**config.mk**
```make
export PLATFORM = sky130hd
export DESIGN_NAME = serial_ripple_subtractor
export DESIGN_NICKNAME = d
export VERILOG_FILES = /design/src/rtl/serial_ripple_subtractor.sv
export SDC_FILE = /design/constraint.sdc
export NUM_CORES = 1
export LEC_CHECK = 0
export CELL_PAD_IN_SITES_DETAIL_PLACEMENT = 1
export CELL_PAD_IN_SITES_GLOBAL_PLACEMENT = 2
export CORE_MARGIN = 2
export CORE_UTILIZATION = 33
export DETAILED_ROUTE_END_ITERATION = 16
export PLACE_DENSITY = 0.88
export SKIP_LAST_GASP = 1
export SYNTH_ARGS = -nofsm -noshare
export SYNTH_HDL_FRONTEND = slang
export SYNTH_SLANG_ARGS = --single-unit
```
**constraint.sdc**
```tcl
create_clock -name clk -period 3 [get_ports clk]
set_input_delay 0.45 -clock clk [delete_from_list [all_inputs] [get_ports clk]]
set_output_delay 0.45 -clock clk [all_outputs]
set_load 0.1 [all_outputs]
```
**src/rtl/serial_ripple_subtractor.sv**
```systemverilog
// Multi-cycle ripple-borrow subtractor: diff = a - b - bin, BITS_PER_CYCLE bits per clock, LSB chunk first.
// Optional SUB_OVERFLOW_FLAG_EN adds a registered signed-overflow output ovf.
module serial_ripple_subtractor #(
    parameter int WIDTH          = 4,
    parameter int BITS_PER_CYCLE = 1
) (
    input  logic             clk,
    input  logic             rst_n,
    input  logic             in_valid,
    output logic             in_ready,
    input  logic [WIDTH-1:0] a,
    input  logic [WIDTH-1:0] b,
    input  logic             bin,
    output logic             out_valid,
    input  logic             out_ready,
    output logic [WIDTH-1:0] diff,
    output logic             bout,
    output logic             busy
`ifdef SUB_OVERFLOW_FLAG_EN
    ,
    output logic             ovf
`endif
);

    localparam int N  = WIDTH / BITS_PER_CYCLE;
    localparam int CW = (N > 1) ? $clog2(N) : 1;
    localparam logic [CW-1:0] LAST = CW'(N - 1);

    generate
        if (WIDTH < 2 || (WIDTH % BITS_PER_CYCLE) != 0) begin : g_bad_cfg
            $error("serial_ripple_subtractor: WIDTH must be >= 2 and divisible by BITS_PER_CYCLE");
        end
    endgenerate

    typedef enum logic [1:0] {IDLE, CALC, DONE} state_t;

    state_t                    state;
    logic [WIDTH-1:0]          a_p0;
    logic [WIDTH-1:0]          b_p0;
    logic [CW-1:0]             cnt;
    logic                      borrow;
    logic [31:0]               base;
    logic [BITS_PER_CYCLE-1:0] chunk_d;
    logic                      chunk_br;

    // Bit-serial full-subtractor chain across one chunk; returns {borrow_out, difference}.
    function automatic logic [BITS_PER_CYCLE:0] sub_chunk(
        input logic [BITS_PER_CYCLE-1:0] x,
        input logic [BITS_PER_CYCLE-1:0] y,
        input logic                      br_in
    );
        logic [BITS_PER_CYCLE:0] r;
        logic                    br;
        r  = '0;
        br = br_in;
        for (int i = 0; i < BITS_PER_CYCLE; i++) begin
            r[i] = x[i] ^ y[i] ^ br;
            br   = (~x[i] & y[i]) | (~(x[i] ^ y[i]) & br);
        end
        r[BITS_PER_CYCLE] = br;
        return r;
    endfunction

    assign base = 32'(cnt) * BITS_PER_CYCLE;
    assign {chunk_br, chunk_d} = sub_chunk(a_p0[base +: BITS_PER_CYCLE],
                                           b_p0[base +: BITS_PER_CYCLE], borrow);

    assign in_ready = (state == IDLE) && rst_n;

    // Operand registers carry no reset; everything visible to the consumer does.
    always_ff @(posedge clk) begin
        if (!rst_n) begin
            state     <= IDLE;
            out_valid <= 1'b0;
            diff      <= '0;
            bout      <= 1'b0;
            busy      <= 1'b0;
            cnt       <= '0;
            borrow    <= 1'b0;
`ifdef SUB_OVERFLOW_FLAG_EN
            ovf       <= 1'b0;
`endif
        end else begin
            case (state)
                IDLE: begin
                    if (in_valid) begin
                        a_p0   <= a;
                        b_p0   <= b;
                        borrow <= bin;
                        cnt    <= '0;
                        busy   <= 1'b1;
                        state  <= CALC;
                    end
                end
                CALC: begin
                    diff[base +: BITS_PER_CYCLE] <= chunk_d;
                    borrow <= chunk_br;
                    cnt    <= cnt + CW'(1);
                    if (cnt == LAST) begin
                        bout      <= chunk_br;
                        out_valid <= 1'b1;
                        state     <= DONE;
`ifdef SUB_OVERFLOW_FLAG_EN
                        // The top chunk's MSB is the final diff MSB.
                        ovf <= (a_p0[WIDTH-1] != b_p0[WIDTH-1]) &&
                               (chunk_d[BITS_PER_CYCLE-1] != a_p0[WIDTH-1]);
`endif
                    end
                end
                DONE: begin
                    if (out_ready) begin
                        out_valid <= 1'b0;
                        busy      <= 1'b0;
                        state     <= IDLE;
                    end
                end
                default: state <= IDLE;
            endcase
        end
    end

endmodule
```
==> flow_metrics.env, run 1 <==
export IMPL_drtPass1Iterations=3
export IMPL_max_freq_mhz=456.4
export IMPL_fin_skew_ns=0.001755
export IMPL_p_sw_share_pct=24.80
export IMPL_ios=21
export IMPL_path_cells="mux4_2 -> fa_1 -> and4b_4 -> a41o_1"
export IMPL_io_buffers=20
export IMPL_ys_seq_area_share_pct=51.20
export IMPL_tightestPinTransition_ns=0.3696
export IMPL_dpl_cell_area_mm2=0.001161
export IMPL_leakagePower_nw=0.5090
export IMPL_mostFrequentLayoutCells="dfxtp_1, clkdlybuf4s50_1, a21oi_1"
export IMPL_slew_violations=0
export IMPL_rows=19
export IMPL_die_width_um=57.33
export IMPL_cts_buffers=3
export IMPL_grt_setup_unrepaired="false"
export IMPL_area_growth_pct=29.33
export IMPL_crit_arrival_ns=2.39
export IMPL_finalSetupTns_ns=0
export IMPL_synth_top_cell_by_area="dfxtp_1"
export IMPL_syn_area_per_cell_um2=11.44
export IMPL_clk_pin_slew_ns=0.11
export IMPL_grt_pass1_vias=736
export IMPL_synthCells=82
export IMPL_clockBufferDepth=2
export IMPL_fillers=292
export IMPL_post_cts_buffers=0
export IMPL_switchingPower_mw=0.1559
export IMPL_core_area_mm2=0.002734
export IMPL_ant_nets=0
export IMPL_vias=689
export IMPL_slew_headroom_pct=75.01
export IMPL_hp_class="reg2reg"
export IMPL_drc=0
export IMPL_drtIter0Drc=11
export IMPL_start_util_pct=34.32
export IMPL_synthTopCellsByArea="dfxtp_1, edfxtp_1, ha_1, a21oi_1, mux4_2"
export IMPL_fin_nets=126
export IMPL_syn_num_nets=102
export IMPL_fin_area_mm2=0.001214
export IMPL_die_height_um=57.33
export IMPL_crit_slowest_cell="mux4_2"
export IMPL_vias_per_cell=5.066
export IMPL_cts_hold_buf=0
export IMPL_drive_gt1_share_pct=18.10
export IMPL_hold_depth=1
export IMPL_crit_required_ns=3.20
export IMPL_outcome="finished clean"
export IMPL_grt_usage_pct=13.64
export IMPL_min_period_ns=2.191
export IMPL_finalHoldViolCount=0
export IMPL_finalSetupViolations=0
export IMPL_setup_slack_ns=0.8087
export IMPL_pre_cts_slack_ns=0.8254
export IMPL_grt_max_degree=13
export IMPL_yosys_most_used_dff="dfxtp_1"
export IMPL_grt_pass1_wl_um=3456
export IMPL_end_kind="register"
export IMPL_p_per_area_mw_per_mm2=518.0
export IMPL_dp_final_hpwl_um=1470
export IMPL_min_period_over_period_pct=73.04
export IMPL_wl_per_cell_um=14.03
export IMPL_grt_overflow=0
export IMPL_pwr_share_comb_pct=16.9
export IMPL_synth_top_cell_area_share_pct=25.60
export IMPL_antenna_found_initial=0
export IMPL_clk_insertion_delay_late_ns=0.30
export IMPL_globalplace_congestion=0.7450
export IMPL_cts_resized=0
export IMPL_drv_cap=0
export IMPL_p_clk_share_pct=34.9
export IMPL_n_antenna_cell=0
export IMPL_async_flop_share_pct=0
export IMPL_whs_ns=0.5180
export IMPL_path_max_fanout=9
export IMPL_clockRootBuffer="clkbuf_4"
export IMPL_cts_tree="built"
export IMPL_cp_start_kind="register"
export IMPL_routed_wl_um=1908
export IMPL_fp_dieArea_mm2=0.003286
export IMPL_htreeDepth=1
export IMPL_synth_area_um2=938.4
export IMPL_synth_distinct_cells=27
export IMPL_seq_power_share_pct=48.3
export IMPL_cp_slowest_stage_delay_ns=0.57
export IMPL_criticalPathCategory="reg2reg"
export IMPL_synth_edf_count=8
export IMPL_yosysWarnings=0
export IMPL_ff2ff_path_depth=4
export IMPL_p_int_mw=0.4728
export IMPL_synth_seq_cells=20
export IMPL_vdd_drop_max_mv=0.4538
export IMPL_cts_sinks=20
[flip-flops by register name, indices dropped and copies added (netlist names)]
signal and cells:
borrow 1, out_valid 1, busy 1, diff 4
b_p0 4, state 2, a_p0 4, bout 1
cnt 2
[cells by family (layout without fill, tap and decap cells)]
group                    after synthesis  count (layout)  share of synthesized area (%)
AND/OR/NAND/NOR                       23              23                          13.60
AO/OA/AOI/OAI                         20              20                          15.33
flip-flops                            20              20                          51.20
buffers and inverters                 10              33                          4.933
adder cells (fa/ha/maj)                7               7                          10.13
multiplexers                           2               2                          4.800
[critical path, delay by kind of cell, from the launching register on]
family	cells	cell delay [ns]
AND/OR/NAND/NOR	1	0.23
flip-flops	1	0.56
multiplexers	1	0.57
adder cells (fa/ha/maj)	1	0.48
AO/OA/AOI/OAI	1	0.24
[per-layer routing]
metal  global-route usage, %  up-vias  wire length (um)
li1                        -      344                 -
met1                   17.79      329               852
met2                   21.84       16               957
met3                   4.989        0                99
met4                   2.990        0                 0
met5                       0        -                 0
[final timing paths]
check,slack (ns),start,to
worst max-delay path,0.81,cnt[0]$_SDFFE_PN0P_,diff[2]$_SDFFE_PN0P_
worst min-delay path,0.52,borrow$_SDFFE_PN0P_,borrow$_SDFFE_PN0P_
worst max register to register,0.81,cnt[0]$_SDFFE_PN0P_,diff[2]$_SDFFE_PN0P_
worst min register to register,0.52,borrow$_SDFFE_PN0P_,borrow$_SDFFE_PN0P_
[metrics by stage]
stage,std cells,total power [mW],utilization [%]
2_1_floorplan,82,0.3795,-
3_3_place_gp,132,0.4145,42.47
3_5_place_dp,132,0.4166,42.47
4_1_cts,136,0.6379,44.39
5_1_grt,136,0.6608,44.39
6_report,136,0.6287,44.39
[final cells by class]
type	instances	area, um^2	share of cell area, %
inverter	8	30.03	2.474
clock buffer	3	22.52	1.856
timing repair buffer	21	200.2	16.49
tap	31	38.79	3.196
sequential	20	480.5	39.59
clock inverter	1	30.03	2.474
multi-input combinational	52	411.6	33.92
[cell usage after synthesis (2+ instances only)]
library cell / count
a21oi_1: 9
a41o_1: 4
dfxtp_1: 12
edfxtp_1: 8
ha_1: 6
inv_1: 8
mux4_2: 2
nand2_1: 5
nand3_1: 2
nor2_1: 5
nor3_1: 3
o21ai_0: 2
o31ai_1: 2
[power groups by stage]
stage,clock [mW],sequential (mW),combinational (mW)
finish,0.219,0.303,0.106
global route,0.239,0.306,0.116
CTS,0.227,0.304,0.108
detailed placement,0,0.310,0.107
global placement,0,0.309,0.105
floorplan,0,0.324,0.0552
No activity file was read; power rests on OpenSTA's default activity.
==> inputs of run 2 (changes only) <==
--- a/config.mk
+++ b/config.mk
@@ -8,9 +8,9 @@
 export CELL_PAD_IN_SITES_DETAIL_PLACEMENT = 1
 export CELL_PAD_IN_SITES_GLOBAL_PLACEMENT = 2
 export CORE_MARGIN = 2
-export CORE_UTILIZATION = 33
+export CORE_UTILIZATION = 28
 export DETAILED_ROUTE_END_ITERATION = 16
-export PLACE_DENSITY = 0.88
+export PLACE_DENSITY = 0.8
 export SKIP_LAST_GASP = 1
 export SYNTH_ARGS = -nofsm -noshare
 export SYNTH_HDL_FRONTEND = slang
==> constraint.sdc (replaced) <==
create_clock -name clk -period 1.83 [get_ports clk]
set_input_delay 0.2745 -clock clk [delete_from_list [all_inputs] [get_ports clk]]
set_output_delay 0.2745 -clock clk [all_outputs]
set_load 0.1 [all_outputs]
==> flow_metrics.env, run 2 (synthesis gave the netlist of run 1 again) <==
export IMPL_outcome="finished, violations left"
export IMPL_violations="setup timing"
export IMPL_ant_nets=0
export IMPL_finalSetupTns_ns=-0.1415
export IMPL_drtPass1Iterations=2
export IMPL_p_per_area_mw_per_mm2=827.7
export IMPL_crit_required_ns=2.09
export IMPL_whs_ns=0.5211
export IMPL_io_buffers=20
export IMPL_antenna_found_initial=0
export IMPL_switchingPower_mw=0.2654
export IMPL_fin_util_pct=38.48
export IMPL_die_height_um=61.89
export IMPL_ff2ff_setup_slack_ns=-0.05
export IMPL_grt_pass1_wl_um=3187
export IMPL_fin_area_mm2=0.001264
export IMPL_p_sw_share_pct=25.38
export IMPL_slew_violations=0
export IMPL_dp_final_hpwl_um=1493
export IMPL_cp_start_kind="register"
export IMPL_dpl_cell_area_mm2=0.001206
export IMPL_end_kind="register"
export IMPL_routed_wl_um=1945
export IMPL_criticalPathCategory="reg2reg"
export IMPL_min_period_over_period_pct=103.0
export IMPL_rr_endpoint="diff[2]$_SDFFE_PN0P_"
export IMPL_finalSetupViolations=3
export IMPL_n_antenna_cell=0
export IMPL_vdd_drop_max_mv=0.4860
export IMPL_ios=21
export IMPL_fp_dieArea_mm2=0.003830
export IMPL_clockBufferDepth=2
export IMPL_clockRootBuffer="clkbuf_4"
export IMPL_grt_usage_pct=11.62
export IMPL_ff2ff_path_depth=4
export IMPL_clk_pin_slew_ns=0.12
export IMPL_drtIter0Drc=26
export IMPL_seq_power_share_pct=47.3
export IMPL_endpoint="diff[2]$_SDFFE_PN0P_"
export IMPL_reg_top3="a_p0 (4), b_p0 (4), diff (4)"
export IMPL_worst_r2r_startpoint="cnt[0]$_SDFFE_PN0P_"
export IMPL_grt_overflow=0
export IMPL_path_max_fanout=3
export IMPL_vias=715
export IMPL_drv_cap=0
export IMPL_cts_sinks=20
export IMPL_core_area_mm2=0.003284
export IMPL_area_growth_pct=34.67
export IMPL_tightestPinTransition_ns=0.3782
export IMPL_crit_start="cnt[0]$_SDFFE_PN0P_"
export IMPL_hp_class="in2reg"
export IMPL_cts_hold_buf=0
export IMPL_p_int_mw=0.7805
export IMPL_grt_max_degree=13
export IMPL_crit_arrival_ns=2.15
export IMPL_htreeDepth=1
export IMPL_wl_per_cell_um=12.71
export IMPL_fin_nets=128
export IMPL_setup_slack_ns=-0.05434
export IMPL_finalPower_mw=1.046
export IMPL_vias_per_cell=4.673
export IMPL_leakagePower_nw=0.5230
export IMPL_clk_insertion_delay_late_ns=0.31
export IMPL_cts_buffers=3
export IMPL_pwr_share_comb_pct=17.9
export IMPL_mostFrequentLayoutCells="clkdlybuf4s50_1, dfxtp_1, buf_4"
export IMPL_globalplace_congestion=0.7222
export IMPL_rows=21
export IMPL_fin_skew_ns=0.008058
export IMPL_drive_gt1_share_pct=23.36
export IMPL_grt_setup_unrepaired="true"
export IMPL_die_width_um=61.89
export IMPL_start_util_pct=28.57
export IMPL_max_freq_mhz=530.7
export IMPL_final_common_cell="clkdlybuf4s50_1"
export IMPL_drc=0
export IMPL_slew_headroom_pct=74.43
export IMPL_min_period_ns=1.884
export IMPL_finalHoldViolCount=0
export IMPL_p_clk_share_pct=34.8
export IMPL_grt_pass1_vias=696
export IMPL_cts_tree="built"
run 2: changes by cell type in the layout (fill, tap and decap cells not counted), sizes merged:
| cell | before | now |
|---|---|---|
| buf | 9 | 11 |
run 2: layout make-up:
class,count,area (um^2)
timing repair buffer,23,215.2
multi-input combinational,52,424.2
fill,376,2021
clock inverter,1,30.03
clock buffer,3,22.52
inverter,8,30.03
tap,46,57.56
sequential,20,484.2
run 2: what timing repair did:
action                     4_1_cts  5_1_grt
buffers inserted                 0        0
gates cloned                     0        0
gates resized for setup          1        0
pin swaps                        6        0
setup endpoints to repair        4        4
run 2: metal layers:
metal	global-route usage (%)	vias to the layer above	wire, um
li1	-	348	-
met5	0	-	0
met3	4.762	2	115
met4	2.736	0	8
met2	18.05	19	887
met1	15.19	346	933
run 2: critical path, cell delays in order (launching register included):
cell and delay (ns):
dfxtp_4 0.39, mux4_2 0.51, fa_1 0.53, and4b_4 0.25, a41o_1 0.16
run 2: power by group through the flow:
stage | clock (mW) | combinational, mW | sequential (mW)
floorplan | 0 | 0.0927 | 0.532
global placement | 0 | 0.182 | 0.505
detailed placement | 0 | 0.184 | 0.506
CTS | 0.376 | 0.189 | 0.495
global route | 0.401 | 0.203 | 0.498
finish | 0.364 | 0.187 | 0.495
run 2: worst min-delay path by stage:
stage / startpoint / endpoint / cells past startpoint
floorplan: a[0] / a_p0[0]$_DFFE_PP_ / 0
global placement: borrow$_SDFFE_PN0P_ / borrow$_SDFFE_PN0P_ / 1
detailed placement: borrow$_SDFFE_PN0P_ / borrow$_SDFFE_PN0P_ / 1
CTS: b[0] / b_p0[0]$_DFFE_PP_ / 1
global route: b[0] / b_p0[0]$_DFFE_PP_ / 1
finish: a[2] / a_p0[2]$_DFFE_PP_ / 1
run 2: per-stage QoR:
stage | cells | setup WS, ns
final | 153 | -0.05434
after global routing | 153 | -0.1195
after CTS | 153 | -0.07007
after detailed placement | 149 | -0.08270
after global placement | 149 | -0.05306
after floorplan | 82 | -0.06649
==> inputs of run 3 (changes only) <==
--- a/config.mk
+++ b/config.mk
@@ -7,7 +7,6 @@
 export LEC_CHECK = 0
 export CELL_PAD_IN_SITES_DETAIL_PLACEMENT = 1
 export CELL_PAD_IN_SITES_GLOBAL_PLACEMENT = 2
-export CORE_MARGIN = 2
 export CORE_UTILIZATION = 28
 export DETAILED_ROUTE_END_ITERATION = 16
 export PLACE_DENSITY = 0.8
==> flow_metrics.env, run 3 (synthesis gave the netlist of run 1 again) <==
export IMPL_outcome="finished, violations left"
export IMPL_violations="setup timing"
export IMPL_fp_dieArea_mm2=0.003587
export IMPL_grt_overflow=0
export IMPL_ios=21
export IMPL_ff_latch_area_um2=484.2
export IMPL_setup_slack_ns=-0.06322
export IMPL_cts_buffers=3
export IMPL_grt_usage_pct=13.05
export IMPL_finalSetupViolations=4
export IMPL_vias=697
export IMPL_crit_required_ns=2.04
export IMPL_start_util_pct=30.00
export IMPL_antenna_found_initial=0
export IMPL_drtIter0Drc=18
export IMPL_whs_ns=0.5117
export IMPL_finalHoldViolCount=0
export IMPL_slew_headroom_pct=70.23
export IMPL_ant_nets=0
export IMPL_grt_pass1_vias=751
export IMPL_leakagePower_nw=0.5104
export IMPL_reg_top3="a_p0 (4), b_p0 (4), diff (4)"
export IMPL_cp_start_kind="register"
export IMPL_io_buffers=20
export IMPL_dp_final_hpwl_um=1561
export IMPL_min_period_over_period_pct=103.5
export IMPL_n_antenna_cell=0
export IMPL_cts_hold_buf=0
export IMPL_criticalPathCategory="reg2reg"
export IMPL_grt_pass1_wl_um=3332
export IMPL_fillers=352
export IMPL_htreeDepth=1
export IMPL_drc=0
export IMPL_crit_arrival_ns=2.10
export IMPL_dpl_cell_area_mm2=0.001204
export IMPL_area_growth_pct=31.60
export IMPL_vias_per_cell=4.616
export IMPL_mostFrequentLayoutCells="clkdlybuf4s50_1, dfxtp_1, buf_4"
export IMPL_min_period_ns=1.893
export IMPL_max_freq_mhz=528.2
export IMPL_grt_setup_unrepaired="true"
export IMPL_clk_insertion_delay_late_ns=0.30
export IMPL_slew_violations=0
export IMPL_cts_sinks=20
export IMPL_clockRootBuffer="clkbuf_4"
export IMPL_fin_nets=128
export IMPL_fin_util_pct=39.48
export IMPL_die_width_um=59.89
export IMPL_globalplace_congestion=0.7751
export IMPL_vdd_drop_max_mv=0.3587
export IMPL_core_area_mm2=0.003128
export IMPL_end_kind="register"
export IMPL_die_height_um=59.89
export IMPL_multi_input_area_um2=424.2
export IMPL_drv_cap=0
export IMPL_post_cts_buffers=0
export IMPL_fin_skew_ns=0.001638
export IMPL_clk_pin_slew_ns=0.11
export IMPL_routed_wl_um=2017
export IMPL_drtPass1Iterations=4
export IMPL_clockBufferDepth=2
export IMPL_drive_gt1_share_pct=22.43
export IMPL_final_common_cell="clkdlybuf4s50_1"
export IMPL_tightestPinTransition_ns=0.4404
export IMPL_rows=20
export IMPL_cts_tree="built"
export IMPL_hp_class="reg2reg"
export IMPL_wl_per_cell_um=13.36
export IMPL_p_per_area_mw_per_mm2=730.7
export IMPL_grt_max_degree=13
export IMPL_path_max_fanout=3
export IMPL_fin_area_mm2=0.001235
## run 3: final timing paths
check,to,startpoint,slack (ns),cells after the start
worst max-delay path,diff[2]$_SDFFE_PN0P_,cnt[0]$_SDFFE_PN0P_,-0.06,4
worst min-delay path,borrow$_SDFFE_PN0P_,borrow$_SDFFE_PN0P_,0.51,1
worst max register to register,diff[2]$_SDFFE_PN0P_,cnt[0]$_SDFFE_PN0P_,-0.06,4
worst min register to register,borrow$_SDFFE_PN0P_,borrow$_SDFFE_PN0P_,0.51,1
## run 3: area by class of cell
type	count	area share, %
multi-input cells	52	34.35
well taps	44	4.458
inverters	8	2.432
clock inverters	1	0.3040
repair buffers	23	17.43
clock buffers	3	1.824
flip-flops and latches	20	39.21
## run 3: repair_timing
| item | 4_1_cts | 5_1_grt |
|---|---|---|
| setup endpoints to repair | 4 | 4 |
| resized for setup | 0 | 1 |
| pin swaps | 4 | 0 |
## run 3: routing by layer
layer / global-route usage, % / part of all wire [%]
met5: 0 / 0
met1: 16.42 / 47
met4: 5.980 / 0.69
met3: 1.948 / 3.9
met2: 21.90 / 48
## run 3: power by group
group | total, mW | switching (mW) | internal (mW)
Sequential | 0.495 | 0.0127 | 0.482
Clock | 0.218 | 0.139 | 0.0796
Combinational | 0.189 | 0.111 | 0.0775
## run 3: worst max-delay path: stages (launching register included)
cell	delay [ns]
dfxtp_4	0.39
mux4_2	0.51
fa_1	0.49
and4b_4	0.21
a41o_1	0.21
## run 3: metrics by stage
stage | setup WS, ns | setup TNS (ns) | power (mW) | instances
floorplan | -0.06649 | -0.1995 | 0.6251 | 82
global placement | -0.04337 | -0.1279 | 0.6882 | 147
detailed placement | -0.09312 | -0.2445 | 0.6937 | 147
CTS | -0.07570 | -0.2417 | 0.9166 | 151
global route | -0.1159 | -0.3989 | 0.9484 | 151
finish | -0.06322 | -0.1429 | 0.9023 | 151
